**src/rtl/pipe_hazard_scoreboard.sv**
```systemverilog
// Hazard detection and forwarding-select generation for the in-order pipeline.
// Optional stall/hold counters are enabled with `define SCOREBOARD_STATS_EN.
module pipe_hazard_scoreboard #(
  parameter int ADDR_LEN = 5,
  parameter int DEPTH    = 3,
  parameter int NUM_SRC  = 3,
  parameter int LD_STAGE = 1,
  parameter int SEL_W    = $clog2(DEPTH)
) (
  input  logic                      clk,
  input  logic                      rst,
  input  logic                      forward_EN,
  input  logic                      hold,
  input  logic                      id_valid,
  input  logic                      id_wb_en,
  input  logic                      id_is_load,
  input  logic [ADDR_LEN-1:0]       id_dest,
  input  logic [NUM_SRC*ADDR_LEN-1:0] id_src,
  input  logic [NUM_SRC-1:0]        id_src_used,
  output logic                      stall,
  output logic [NUM_SRC*SEL_W-1:0]  exe_fwd_sel,
  output logic [DEPTH-1:0]          stage_valid
`ifdef SCOREBOARD_STATS_EN
  ,
  output logic [31:0]               stall_cnt,
  output logic [31:0]               hold_cnt
`endif
);

  // The oldest stage (WB) is covered by register-file write-through, so only
  // the younger DEPTH-1 stages keep a destination and load flag.
  localparam int MD = DEPTH - 1;

  logic [DEPTH-1:0]         ent_valid;
  logic [ADDR_LEN-1:0]      ent_dest [MD];
  logic [MD-1:0]            ent_load;
  logic [NUM_SRC-1:0]       hazard;
  logic [NUM_SRC*SEL_W-1:0] next_sel;
  logic [NUM_SRC*SEL_W-1:0] fwd_sel_q;

  for (genvar s = 0; s < NUM_SRC; s++) begin : g_src
    logic [ADDR_LEN-1:0] addr;
    logic                cand;
    logic                hit;
    logic                late;
    logic [SEL_W-1:0]    sel;

    assign addr = id_src[s*ADDR_LEN +: ADDR_LEN];
    assign cand = id_valid & id_src_used[s] & (addr != '0);

    // Scan oldest to youngest so the youngest match overwrites.
    always_comb begin
      hit  = 1'b0;
      late = 1'b0;
      sel  = '0;
      for (int k = MD - 1; k >= 0; k--) begin
        if (ent_valid[k] && (ent_dest[k] == addr)) begin
          hit  = 1'b1;
          late = ent_load[k] && (LD_STAGE > k);
          sel  = SEL_W'(k + 1);
        end
      end
    end

    assign hazard[s] = cand & hit & (forward_EN ? late : 1'b1);
    assign next_sel[s*SEL_W +: SEL_W] = (cand & hit & forward_EN) ? sel : '0;
  end

  assign stall       = hold | (|hazard);
  assign exe_fwd_sel = fwd_sel_q;
  assign stage_valid = ent_valid;

  always_ff @(posedge clk) begin
    if (!rst) begin
      ent_valid <= '0;
      ent_load  <= '0;
      fwd_sel_q <= '0;
      for (int k = 0; k < MD; k++) begin
        ent_dest[k] <= '0;
      end
    end else if (!hold) begin
      for (int k = 1; k < DEPTH; k++) begin
        ent_valid[k] <= ent_valid[k-1];
      end
      for (int k = 1; k < MD; k++) begin
        ent_dest[k] <= ent_dest[k-1];
        ent_load[k] <= ent_load[k-1];
      end
      if (stall) begin
        ent_valid[0] <= 1'b0;
        ent_dest[0]  <= '0;
        ent_load[0]  <= 1'b0;
        fwd_sel_q    <= '0;
      end else begin
        ent_valid[0] <= id_valid & id_wb_en;
        ent_dest[0]  <= id_dest;
        ent_load[0]  <= id_is_load;
        fwd_sel_q    <= next_sel;
      end
    end
  end

`ifdef SCOREBOARD_STATS_EN
  always_ff @(posedge clk) begin
    if (!rst) begin
      stall_cnt <= '0;
      hold_cnt  <= '0;
    end else begin
      if (hold && (hold_cnt != '1)) begin
        hold_cnt <= hold_cnt + 32'd1;
      end
      if (!hold && (|hazard) && (stall_cnt != '1)) begin
        stall_cnt <= stall_cnt + 32'd1;
      end
    end
  end
`endif

endmodule

```
**config.mk**
```make
export PLATFORM = sky130hd
export DESIGN_NAME = pipe_hazard_scoreboard
export DESIGN_NICKNAME = d
export VERILOG_FILES = /design/src/rtl/pipe_hazard_scoreboard.sv
export SDC_FILE = /design/constraint.sdc
export NUM_CORES = 1
export LEC_CHECK = 0
export ABC_AREA = 1
export BUFFER_PORTS_ARGS = -buffer_cell sky130_fd_sc_hd__buf_2
export CAP_MARGIN = 20
export CORE_MARGIN = 2
export CORE_UTILIZATION = 54
export CTS_BUF_LIST = sky130_fd_sc_hd__clkbuf_8
export CTS_CLUSTER_DIAMETER = 80
export DETAILED_ROUTE_END_ITERATION = 8
export GPL_TIMING_DRIVEN = 0
export PLACE_DENSITY_LB_ADDON = 0.12
export SYNTH_ARGS = -nofsm -noshare
export SYNTH_HDL_FRONTEND = slang
export SYNTH_SLANG_ARGS = --single-unit
```
**constraint.sdc**
```tcl
create_clock -name clk -period 1.8 [get_ports clk]
set_input_delay 0.09 -clock clk [delete_from_list [all_inputs] [get_ports clk]]
set_output_delay 0.09 -clock clk [all_outputs]
set_load 0.01 [all_outputs]
```
Word level (Yosys, flattened, before mapping) --
Memory sizes are Yosys's and may differ from the RTL's. Cells that the tools add are included.
Storage, ports and cells: register bits after elaboration 10, memories kept 1, output and inout bits 10, logic and storage cells 79, RAM bits 10, input port bits 30
Operators by class: bitwise logic cells 20, equality and inequality tests 6, multiplexer cells 39, reductions and logical operators 10
Memory list:
- ent_dest | depth 2, bits a word 5, rd ports 2, clocked after Yosys merged registers in 0, write ports 2, RTL line 35 | logic [ADDR_LEN-1:0] ent_dest [MD];
Operators with widths (count):
- 5-bit == test | 6
- 1-bit 2-to-1 mux | 26
- 2-bit 2-to-1 mux | 9
- 1-bit AND | 16
- 5-bit 2-to-1 mux | 3
- 5-bit nonzero test | 3
- 1-bit logical AND | 6
- 6-bit 2-to-1 mux | 1
- 1-bit OR | 4
- 3-bit OR reduction | 1

Logic depth before layout (Yosys ltp) --
Gate-level depths: netlist of the first run.
word-level depth 14, depth in mapped cells 12, gate-level depth less buffers 12

Worst setup path before layout of the first run --
Ideal clock, no wire load.
path type reg2reg, from memory ent_dest[0][4], to memory ent_dest[0][0] (data pin), data required time 1.549 ns, period minus slack after synthesis 1.545 ns, library setup time 0.251 ns, path buffers 0, stages on the path, launching flop included 13, slack 0.255 ns, data arrival time 1.294 ns, path through edfxtp_1 > inv_2 > nand2_1 > nand2_1 > nand2_1 > nor2_1 > nand2_2 > nand2_2 > nand3_1 > nand2_2 > nor2_8 > nand2_4 > nor2_2
RTL lines (RTL line):
- from (decl) | 35

==> flow_metrics.env, run 1 <==
export IMPL_ant_nets=0
export IMPL_dieArea_um2=3080
export IMPL_drc=0
export IMPL_drv_cap=0
export IMPL_grt_max_degree=13
export IMPL_crit_arrival_ps=1860
export IMPL_grt_overflow_total=0
export IMPL_synth_seq_cells=20
export IMPL_syn_area_per_cell_um2=6.39
export IMPL_wl_per_cell_um=12.8
export IMPL_clock_sinks=20
export IMPL_via_per_inst=5.17
export IMPL_critPathLaunch="ent_dest[0][2]"
export IMPL_grt_pass1_vias=1384
export IMPL_clock_fmax_ghz=0.544
export IMPL_synthAdderAreaFrac_pct=0
export IMPL_cts_root_buf="clkbuf_8"
export IMPL_synth_mux_area_share_pct=0
export IMPL_drive_gt1_share_pct=33.9
export IMPL_tightest_slew_ps=473
export IMPL_synth_simple_area_share_pct=44.1
export IMPL_post_route_period_util_pct=102
export IMPL_min_path_type="input pin to flop"
export IMPL_clockPowerShare_pct=28.1
export IMPL_critPathMaxFanout=5
export IMPL_h_tree_depth=1
export IMPL_netlist_instances=224
export IMPL_r2r_cells=11
export IMPL_violations="setup timing"
export IMPL_synth_top_family_by_area="simple AND/OR/NAND/NOR gates"
export IMPL_leakage_nw=1.03
export IMPL_crit_end="ent_dest[0][3]"
export IMPL_core_area_um2=2500
export IMPL_r2r_end="ent_dest[0][3]"
export IMPL_r2r_start="ent_dest[0][2]"
export IMPL_drt_pass1_iter_count=4
export IMPL_cell_internal_pwr_mw=0.751
export IMPL_gp_congestion=0.838
export IMPL_swShare_pct=30.2
export IMPL_ys_types=22
export IMPL_regToRegSetupSlack_ps=-40
export IMPL_design_area_um2=1950
export IMPL_synthesis_area_um2=1430
export IMPL_setup_ws_ps=-38.7
export IMPL_grt_pass1_wl_mm=5.92
export IMPL_portBuffers=38
export IMPL_clk_latency_ps=260
export IMPL_grt_antenna_before_repair=0
export IMPL_num_vias=1604
export IMPL_rsz0062_at_grt="yes"
export IMPL_die_y_um=55.5
export IMPL_relSlewSlack_pct=68.4
export IMPL_setup_viol=6
export IMPL_synthToLayoutAreaGrowth_pct=35.9
export IMPL_clk_pin_slew_worst_paths_ps=70
export IMPL_cts_tree="done"
export IMPL_yosys_warnings=0
export IMPL_synth_seq_area_share_pct=35.0
export IMPL_seq_power_share_pct=48.3
export IMPL_criticalPathCategory="flop to flop"
export IMPL_crit_path_end_kind="flop"
export IMPL_antenna_cells=0
export IMPL_post_dp_hpwl_mm=2.63
export IMPL_num_io_pins=40
export IMPL_required_ps=1830
export IMPL_start_kind="flop"
export IMPL_tns_ps=-214
export IMPL_ctsLongestPathBuffers=2
export IMPL_fin_util_pct=77.8
export IMPL_p_per_area_nw_per_um2=553
export IMPL_routed_wl_mm=3.97
export IMPL_postPlaceCellArea_um2=1660
export IMPL_drt_iter0_drc=96
export IMPL_start_util_pct=57.3
export IMPL_p_sw_mw=0.325
export IMPL_peakVddDrop_mv=0.591
export IMPL_num_rows=18
export IMPL_final_nets=311
export IMPL_synth_nets=254
export IMPL_combinationalPowerShare_pct=23.6
export IMPL_min_period_ps=1840
export IMPL_final_hold_viol_count=0
export IMPL_numCtsBuffers=3
export IMPL_clock_skew_ps=3.81
export IMPL_hold_ws_ps=89.7
export IMPL_die_x_um=55.5
export IMPL_outcome="finished, violations left"
export IMPL_maxSlewViolCount=0
export IMPL_grtUsageTotal_pct=24.3
export IMPL_synth_compound_area_share_pct=5.86
export IMPL_synth_xor_area_share_pct=3.67
-- metal layers --
| layer | routed length (µm) | global-route usage (%) | up-vias |
|---|---|---|---|
| met5 | 0 | 0 | - |
| met4 | 85 | 8.71 | 0 |
| met3 | 284 | 4.45 | 11 |
| met2 | 1930 | 39.5 | 73 |
| met1 | 1670 | 32.3 | 708 |
| li1 | - | - | 812 |
-- worst min path at each step --
stage                    start     endpoint  slack (ps)  depth (start not counted)
finish              id_is_load  ent_load[0]          90                          3
global route        id_is_load  ent_load[0]         110                          3
CTS                 id_is_load  ent_load[0]          50                          3
detailed placement  id_is_load  ent_load[0]         320                          3
global placement    id_is_load  ent_load[0]         320                          3
floorplan           id_is_load  ent_load[0]         220                          2
-- registers in the layout, indices dropped and copies added (netlist names) --
name / cells
exe_fwd_sel: 6
ent_load: 1
ent_dest: 10
stage_valid: 3
-- cells by family (layout without fill, tap and decap cells) --
kind of cell    count (synthesis)  in the layout
compound gates                 16             16
xor+xnor                        6              6
buf+inv                        43             99
flops                          20             20
simple gates                  139            139
-- critical path, stage by stage (launching register included) --
cell and delay [ps]:
edfxtp_1 470, buf_6 160, xor2_2 140, nor2_2 140, nand2_2 90, nand2_2 90, nand3_2 100, nand2_4 110
nor2_8 40, buf_6 120, nand2_8 90, nor2_2 40
-- power by group through the flow --
stage          sequential (mW)  combinational [mW]  clock, mW
6_report                 0.520               0.254      0.303
2_1_floorplan            0.523               0.121          0
4_1_cts                  0.519               0.201      0.301
3_3_place_gp             0.530               0.189          0
3_5_place_dp             0.530               0.191          0
5_1_grt                  0.522               0.284      0.320
-- cell usage after synthesis, drive strengths merged --
cell | count | area share, %
inv | 40 | 10
dfxtp | 10 | 14
nor3 | 3 | 1.0
a21oi | 3 | 1.0
clkbuf | 1 | 0.26
o22ai | 1 | 0.44
edfxtp | 10 | 21
nand2 | 73 | 21
xor2 | 6 | 3.7
buf | 1 | 0.35
nand4 | 4 | 1.7
a22oi | 1 | 0.52
o21ai | 11 | 3.8
clkinv | 1 | 0.26
nand3 | 28 | 10
nor2 | 31 | 10
-- per-stage QoR --
stage               worst slack, ps  instances  power (mW)
finish                        -38.7        310        1.08
global route                   -136        310        1.13
CTS                            2.07        301        1.02
detailed placement             86.1        292       0.720
global placement                106        292       0.718
floorplan                       255        224       0.644
-- cell usage in the layout (no fill, tap or decap), types with 4 or more instances in the layout --
cell type  count
buf_2         38
buf_4         10
buf_6          5
dfxtp_1       10
edfxtp_1      10
inv_1         36
inv_2          5
nand2_1       61
nand2_2        9
nand3_1       22
nand3_2        6
nand4_1        4
nor2_1        19
nor2_2         6
nor2_4         5
o21ai_0        8
xor2_1         4
-- repair_timing --
action,in CTS,in global routing
gates cloned,0,0
hold buffers,0,0
setup buffers,5,9
endpoints found under the setup margin,1,14
gates resized for setup,6,33
pin swaps,5,20
-- area by class of cell --
type	count	area (µm²)
clock inverters	1	3.75
fillers	192	554
well taps	30	37.5
clock buffers	3	41.3
plain buffers	2	8.76
inverters	41	154
multi-input cells	161	883
repair buffers	52	317
flip-flops and latches	20	500
Power figures use the tool's default switching activity.
==> run 2: changes to the inputs <==
- BUFFER_PORTS_ARGS: -buffer_cell sky130_fd_sc_hd__buf_2 -> default
- CORE_UTILIZATION: 54 -> 59
- DONT_BUFFER_PORTS: default -> 1
- GPL_TIMING_DRIVEN: 0 -> default
==> run 2 against run 1 <==
Against the previous run:
- sequential power is essentially flat
- the run now ends clean
- critical endpoint is now stall
- combinational power shrank 31%
- via count shrank 9.7%
==> flow_metrics.env, run 2 (same netlist as run 1, synthesis figures left out) <==
export IMPL_outcome="finished clean"
export IMPL_peakVddDrop_mv=0.532
export IMPL_drt_pass1_iter_count=4
export IMPL_relSlewSlack_pct=80.0
export IMPL_leakage_nw=0.841
export IMPL_crit_arrival_ps=1690
export IMPL_regToRegSetupSlack_ps=50
export IMPL_core_area_um2=2250
export IMPL_min_period_ps=1780
export IMPL_p_sw_mw=0.288
export IMPL_top_register="ent_dest"
export IMPL_num_vias=1448
export IMPL_antenna_cells=0
export IMPL_r2r_end="ent_dest[0][3]"
export IMPL_largest_reg_flops=10
export IMPL_setup_ws_ps=16.0
export IMPL_seq_power_share_pct=49.8
export IMPL_drive_gt1_share_pct=18.2
export IMPL_maxSlewViolCount=0
export IMPL_ant_nets=0
export IMPL_whs_endpoint="ent_dest[0][0]"
export IMPL_r2r_start="ent_dest[0][4]"
export IMPL_critPathMaxFanout=8
export IMPL_setup_viol=0
export IMPL_grt_pass1_vias=1418
export IMPL_start_util_pct=63.5
export IMPL_numCtsBuffers=3
export IMPL_r2r_cells=12
export IMPL_portBuffers=0
export IMPL_clock_fmax_ghz=0.561
export IMPL_clock_skew_ps=3.76
export IMPL_swShare_pct=27.6
export IMPL_start_kind="flop"
export IMPL_grt_antenna_before_repair=0
export IMPL_wl_per_cell_um=13.9
export IMPL_post_route_period_util_pct=99.1
export IMPL_required_ps=1710
export IMPL_cell_internal_pwr_mw=0.757
export IMPL_clockPowerShare_pct=33.5
export IMPL_grtUsageTotal_pct=28.4
export IMPL_hold_start="id_dest[0]"
export IMPL_post_dp_hpwl_mm=2.89
export IMPL_num_rows=17
export IMPL_grt_pass1_wl_mm=5.75
export IMPL_crit_path_end_kind="primary output"
export IMPL_grt_overflow_total=0
export IMPL_clk_latency_ps=260
export IMPL_die_y_um=53.3
export IMPL_ctsLongestPathBuffers=2
export IMPL_synthToLayoutAreaGrowth_pct=16.0
export IMPL_place_ws_ps=51.6
export IMPL_num_io_pins=40
export IMPL_cts_tree="done"
export IMPL_p_per_area_nw_per_um2=630
export IMPL_cts_root_buf="clkbuf_8"
export IMPL_dieArea_um2=2840
export IMPL_h_tree_depth=1
export IMPL_placed_cells=252
export IMPL_drt_iter0_drc=46
export IMPL_via_per_inst=5.48
export IMPL_clk_pin_slew_worst_paths_ps=80
export IMPL_tightest_slew_ps=300
export IMPL_final_hold_viol_count=0
export IMPL_combinationalPowerShare_pct=16.7
export IMPL_final_cell_mix="nand2_1, inv_1, nand3_1, nor2_1, nand2_2"
export IMPL_gp_congestion=0.848
export IMPL_criticalPathCategory="flop to primary output"
export IMPL_finalNonFillerCells=264
export IMPL_grt_max_degree=13
export IMPL_final_common_cell="nand2_1"
export IMPL_min_path_type="input pin to flop"
export IMPL_worstHoldPathCells=2
export IMPL_routed_wl_mm=3.68
export IMPL_rsz0062_at_grt="yes"
export IMPL_drc=0
export IMPL_clock_sinks=20
export IMPL_die_x_um=53.3
export IMPL_final_nets=267
export IMPL_drv_cap=0
-- run 2: cell types whose count changed in the layout (fill, tap and decap cells not counted), sizes merged --
cell / before / now
buf: 53 / 8
dlygate4sd3: 0 / 2
inv: 41 / 40
-- run 2: what timing repair did --
action	CTS	global route
buffers inserted	1	5
hold buffers	2	0
pin swaps	0	19
endpoints found under the hold margin	8	0
setup endpoints to repair	1	6
gates resized for setup	2	19
-- run 2: metrics by stage --
step	TNS (ps)	hold WS, ps	cell area, µm²	util, %	power (mW)
after detailed placement	0	233	1470	65.3	0.674
after CTS	0	39.9	1560	69.2	1.02
after global placement	0	227	1470	65.3	0.667
after floorplan	0	224	1430	-	0.644
final	0	36.8	1660	73.6	1.05
after global routing	-377	53.4	1660	73.6	1.09
-- run 2: critical path, stage by stage (launching register included) --
cell and delay, ps:
edfxtp_1 480, inv_2 160, nand2_2 60, nand2_2 80, nand2_2 60, nor2_4 120
nand2_2 80, nand2_2 90, nand3_2 90, nand2_4 90, nor2_8 60, inv_2 70
-- run 2: worst max-delay path by stage --
stage,start,endpoint,slack [ps]
after global routing,ent_dest[0][4],stall,-80
after floorplan,ent_dest[0][4],ent_dest[0][0],260
after global placement,ent_dest[0][4],ent_dest[0][4],110
final,ent_dest[0][4],stall,20
after detailed placement,ent_dest[0][4],ent_dest[0][3],50
after CTS,ent_dest[0][2],stall,0.2
-- run 2: final cells by class --
class / instances / area [µm²]
Clock buffer: 4 / 55.1
Inverter: 41 / 154
Timing Repair Buffer: 10 / 80.1
Sequential cell: 20 / 500
Fill cell: 188 / 594
Tap cell: 28 / 35.0
Multi-Input combinational cell: 161 / 836
-- run 2: routing by layer --
metal,routed length [µm],global-route usage (%),up-vias
li1,-,-,724
met1,1450,34.5,641
met3,445,6.50,7
met5,0,0,-
met4,49,9.83,0
met2,1740,48.8,76
-- run 2: power groups by stage --
| stage | clock network (mW) | logic, mW | registers, mW |
|---|---|---|---|
| finish | 0.350 | 0.175 | 0.521 |
| global route | 0.369 | 0.196 | 0.523 |
| CTS | 0.350 | 0.155 | 0.519 |
| detailed placement | 0 | 0.145 | 0.530 |
| global placement | 0 | 0.139 | 0.529 |
| floorplan | 0 | 0.121 | 0.523 |
==> run 3: changes to the inputs <==
--- a/config.mk
+++ b/config.mk
@@ -10,5 +10,5 @@
 export CORE_MARGIN = 2
 export CORE_UTILIZATION = 59
-export CTS_BUF_LIST = sky130_fd_sc_hd__clkbuf_8
+export CTS_BUF_LIST = sky130_fd_sc_hd__clkbuf_4 sky130_fd_sc_hd__clkbuf_8
 export CTS_CLUSTER_DIAMETER = 80
 export DETAILED_ROUTE_END_ITERATION = 8
==> constraint.sdc (replaced) <==
create_clock -name clk -period 1.8 [get_ports clk]
set_input_delay 0.36 -clock clk [delete_from_list [all_inputs] [get_ports clk]]
set_output_delay 0.36 -clock clk [all_outputs]
set_load 0.01 [all_outputs]
==> run 3 against run 2 <==
Against the previous run:
- the run now ends with setup timing left
- final area rose by 4.5%
- total power down 9.2%
- sequential cell count unchanged
- critical path type unchanged
- sequential power about the same
- clock power is 31% lower
==> flow_metrics.env, run 3 (same netlist as run 1, synthesis figures left out) <==
export IMPL_drc=0
export IMPL_crit_path_end_kind="primary output"
export IMPL_wl_per_cell_um=14.3
export IMPL_peakVddDrop_mv=0.489
export IMPL_die_x_um=53.3
export IMPL_final_hold_viol_count=0
export IMPL_relSlewSlack_pct=79.9
export IMPL_clock_sinks=20
export IMPL_grt_antenna_before_repair=0
export IMPL_maxSlewViolCount=0
export IMPL_required_ps=1440
export IMPL_h_tree_depth=1
export IMPL_final_nets=275
export IMPL_final_cell_mix="nand2_1, inv_1, nor2_1, nand3_1, buf_4"
export IMPL_via_per_inst=5.57
export IMPL_cts_tree="done"
export IMPL_placed_cells=252
export IMPL_rsz0062_at_grt="yes"
export IMPL_leakage_nw=0.876
export IMPL_outcome="finished, violations left"
export IMPL_grt_overflow_total=0
export IMPL_final_common_cell="nand2_1"
export IMPL_ant_nets=0
export IMPL_gp_congestion=0.983
export IMPL_antenna_cells=0
export IMPL_die_y_um=53.3
export IMPL_ctsLongestPathBuffers=2
export IMPL_num_vias=1516
export IMPL_largest_reg_flops=10
export IMPL_setup_ws_ps=-222
export IMPL_clock_fmax_ghz=0.495
export IMPL_cts_root_buf="clkbuf_4"
export IMPL_clk_latency_ps=300
export IMPL_core_area_um2=2250
export IMPL_start_kind="flop"
export IMPL_post_dp_hpwl_mm=2.80
export IMPL_dieArea_um2=2840
export IMPL_drive_gt1_share_pct=25.8
export IMPL_num_io_pins=40
export IMPL_fillers=175
export IMPL_clock_skew_ps=6.40
export IMPL_drv_cap=0
export IMPL_p_per_area_nw_per_um2=547
export IMPL_criticalPathCategory="flop to primary output"
export IMPL_num_rows=17
export IMPL_min_period_ps=2020
export IMPL_portBuffers=0
export IMPL_drt_iter0_drc=61
export IMPL_tns_ps=-399
export IMPL_synthToLayoutAreaGrowth_pct=21.2
export IMPL_finalNonFillerCells=272
export IMPL_grt_pass1_vias=1350
export IMPL_grt_max_degree=12
export IMPL_min_path_type="input pin to flop"
export IMPL_start_util_pct=63.5
export IMPL_setup_viol=6
export IMPL_post_route_period_util_pct=112
export IMPL_holdBufCountCts=0
export IMPL_violations="setup timing"
export IMPL_numCtsBuffers=3
export IMPL_crit_arrival_ps=1660
export IMPL_clk_pin_slew_worst_paths_ps=110
export IMPL_top_register="ent_dest"
export IMPL_grtUsageTotal_pct=29.0
export IMPL_tightest_slew_ps=302
export IMPL_grt_pass1_wl_mm=5.86
export IMPL_routed_wl_mm=3.90
export IMPL_critPathMaxFanout=3
export IMPL_drt_pass1_iter_count=5
## run 3: worst paths after layout
kind	from	slack (ps)	endpoint	depth (start not counted)
setup / recovery	ent_dest[0][0]	-220	stall	10
hold / removal	rst	180	exe_fwd_sel[1]	2
setup reg to reg	ent_dest[0][0]	-40	ent_dest[0][3]	12
hold reg to reg	exe_fwd_sel[1]	510	exe_fwd_sel[1]	2
## run 3: routing by layer
| metal | global-route usage [%] | up-vias | wire [µm] |
|---|---|---|---|
| li1 | - | 735 | - |
| met1 | 37.2 | 694 | 1530 |
| met2 | 49.0 | 82 | 1910 |
| met3 | 6.21 | 5 | 429 |
| met4 | 7.69 | 0 | 29 |
| met5 | 0 | - | 0 |
## run 3: repair_timing
action,CTS,global route
pin swaps,21,21
gates resized for setup,20,19
endpoints found under the hold margin,0,0
setup buffers,16,4
setup endpoints to repair,1,10
## run 3: power by group
| part | total, mW | internal (mW) | leakage (nW) | switching [mW] |
|---|---|---|---|---|
| registers | 0.521 | 0.498 | 0.191 | 0.0231 |
| clock network | 0.240 | 0.101 | 0.0184 | 0.139 |
| logic | 0.188 | 0.0743 | 0.667 | 0.114 |
| total | 0.949 | 0.673 | 0.876 | 0.276 |
## run 3: through the flow
step	instance area, µm²	hold slack (ps)	setup WS (ps)	util (%)	total power [mW]
finish	1740	181	-222	77.0	0.949
global placement	1470	493	3.56	65.3	0.669
floorplan	1430	459	176	-	0.644
CTS	1670	183	-170	73.9	0.928
global route	1740	181	-331	77.0	0.991
detailed placement	1470	493	-44.2	65.3	0.673
## run 3: cell type report
cell class | count | area, µm² | share of cell area (%)
inverter | 41 | 154 | 8.87
sequential | 20 | 500 | 28.8
multi-input combinational | 161 | 870 | 50.1
clock buffer | 4 | 30.0 | 1.73
timing repair buffer | 18 | 146 | 8.44
tap | 28 | 35.0 | 2.02
## run 3: critical path, stage by stage (launching register included)
cell and delay [ps]:
edfxtp_1 460, buf_6 160, nand2_2 70, nand3_2 90
nor2_4 150, nand3_2 80, nand2_2 80, nand3_2 90
nand2_4 90, nor2_8 40, inv_2 60
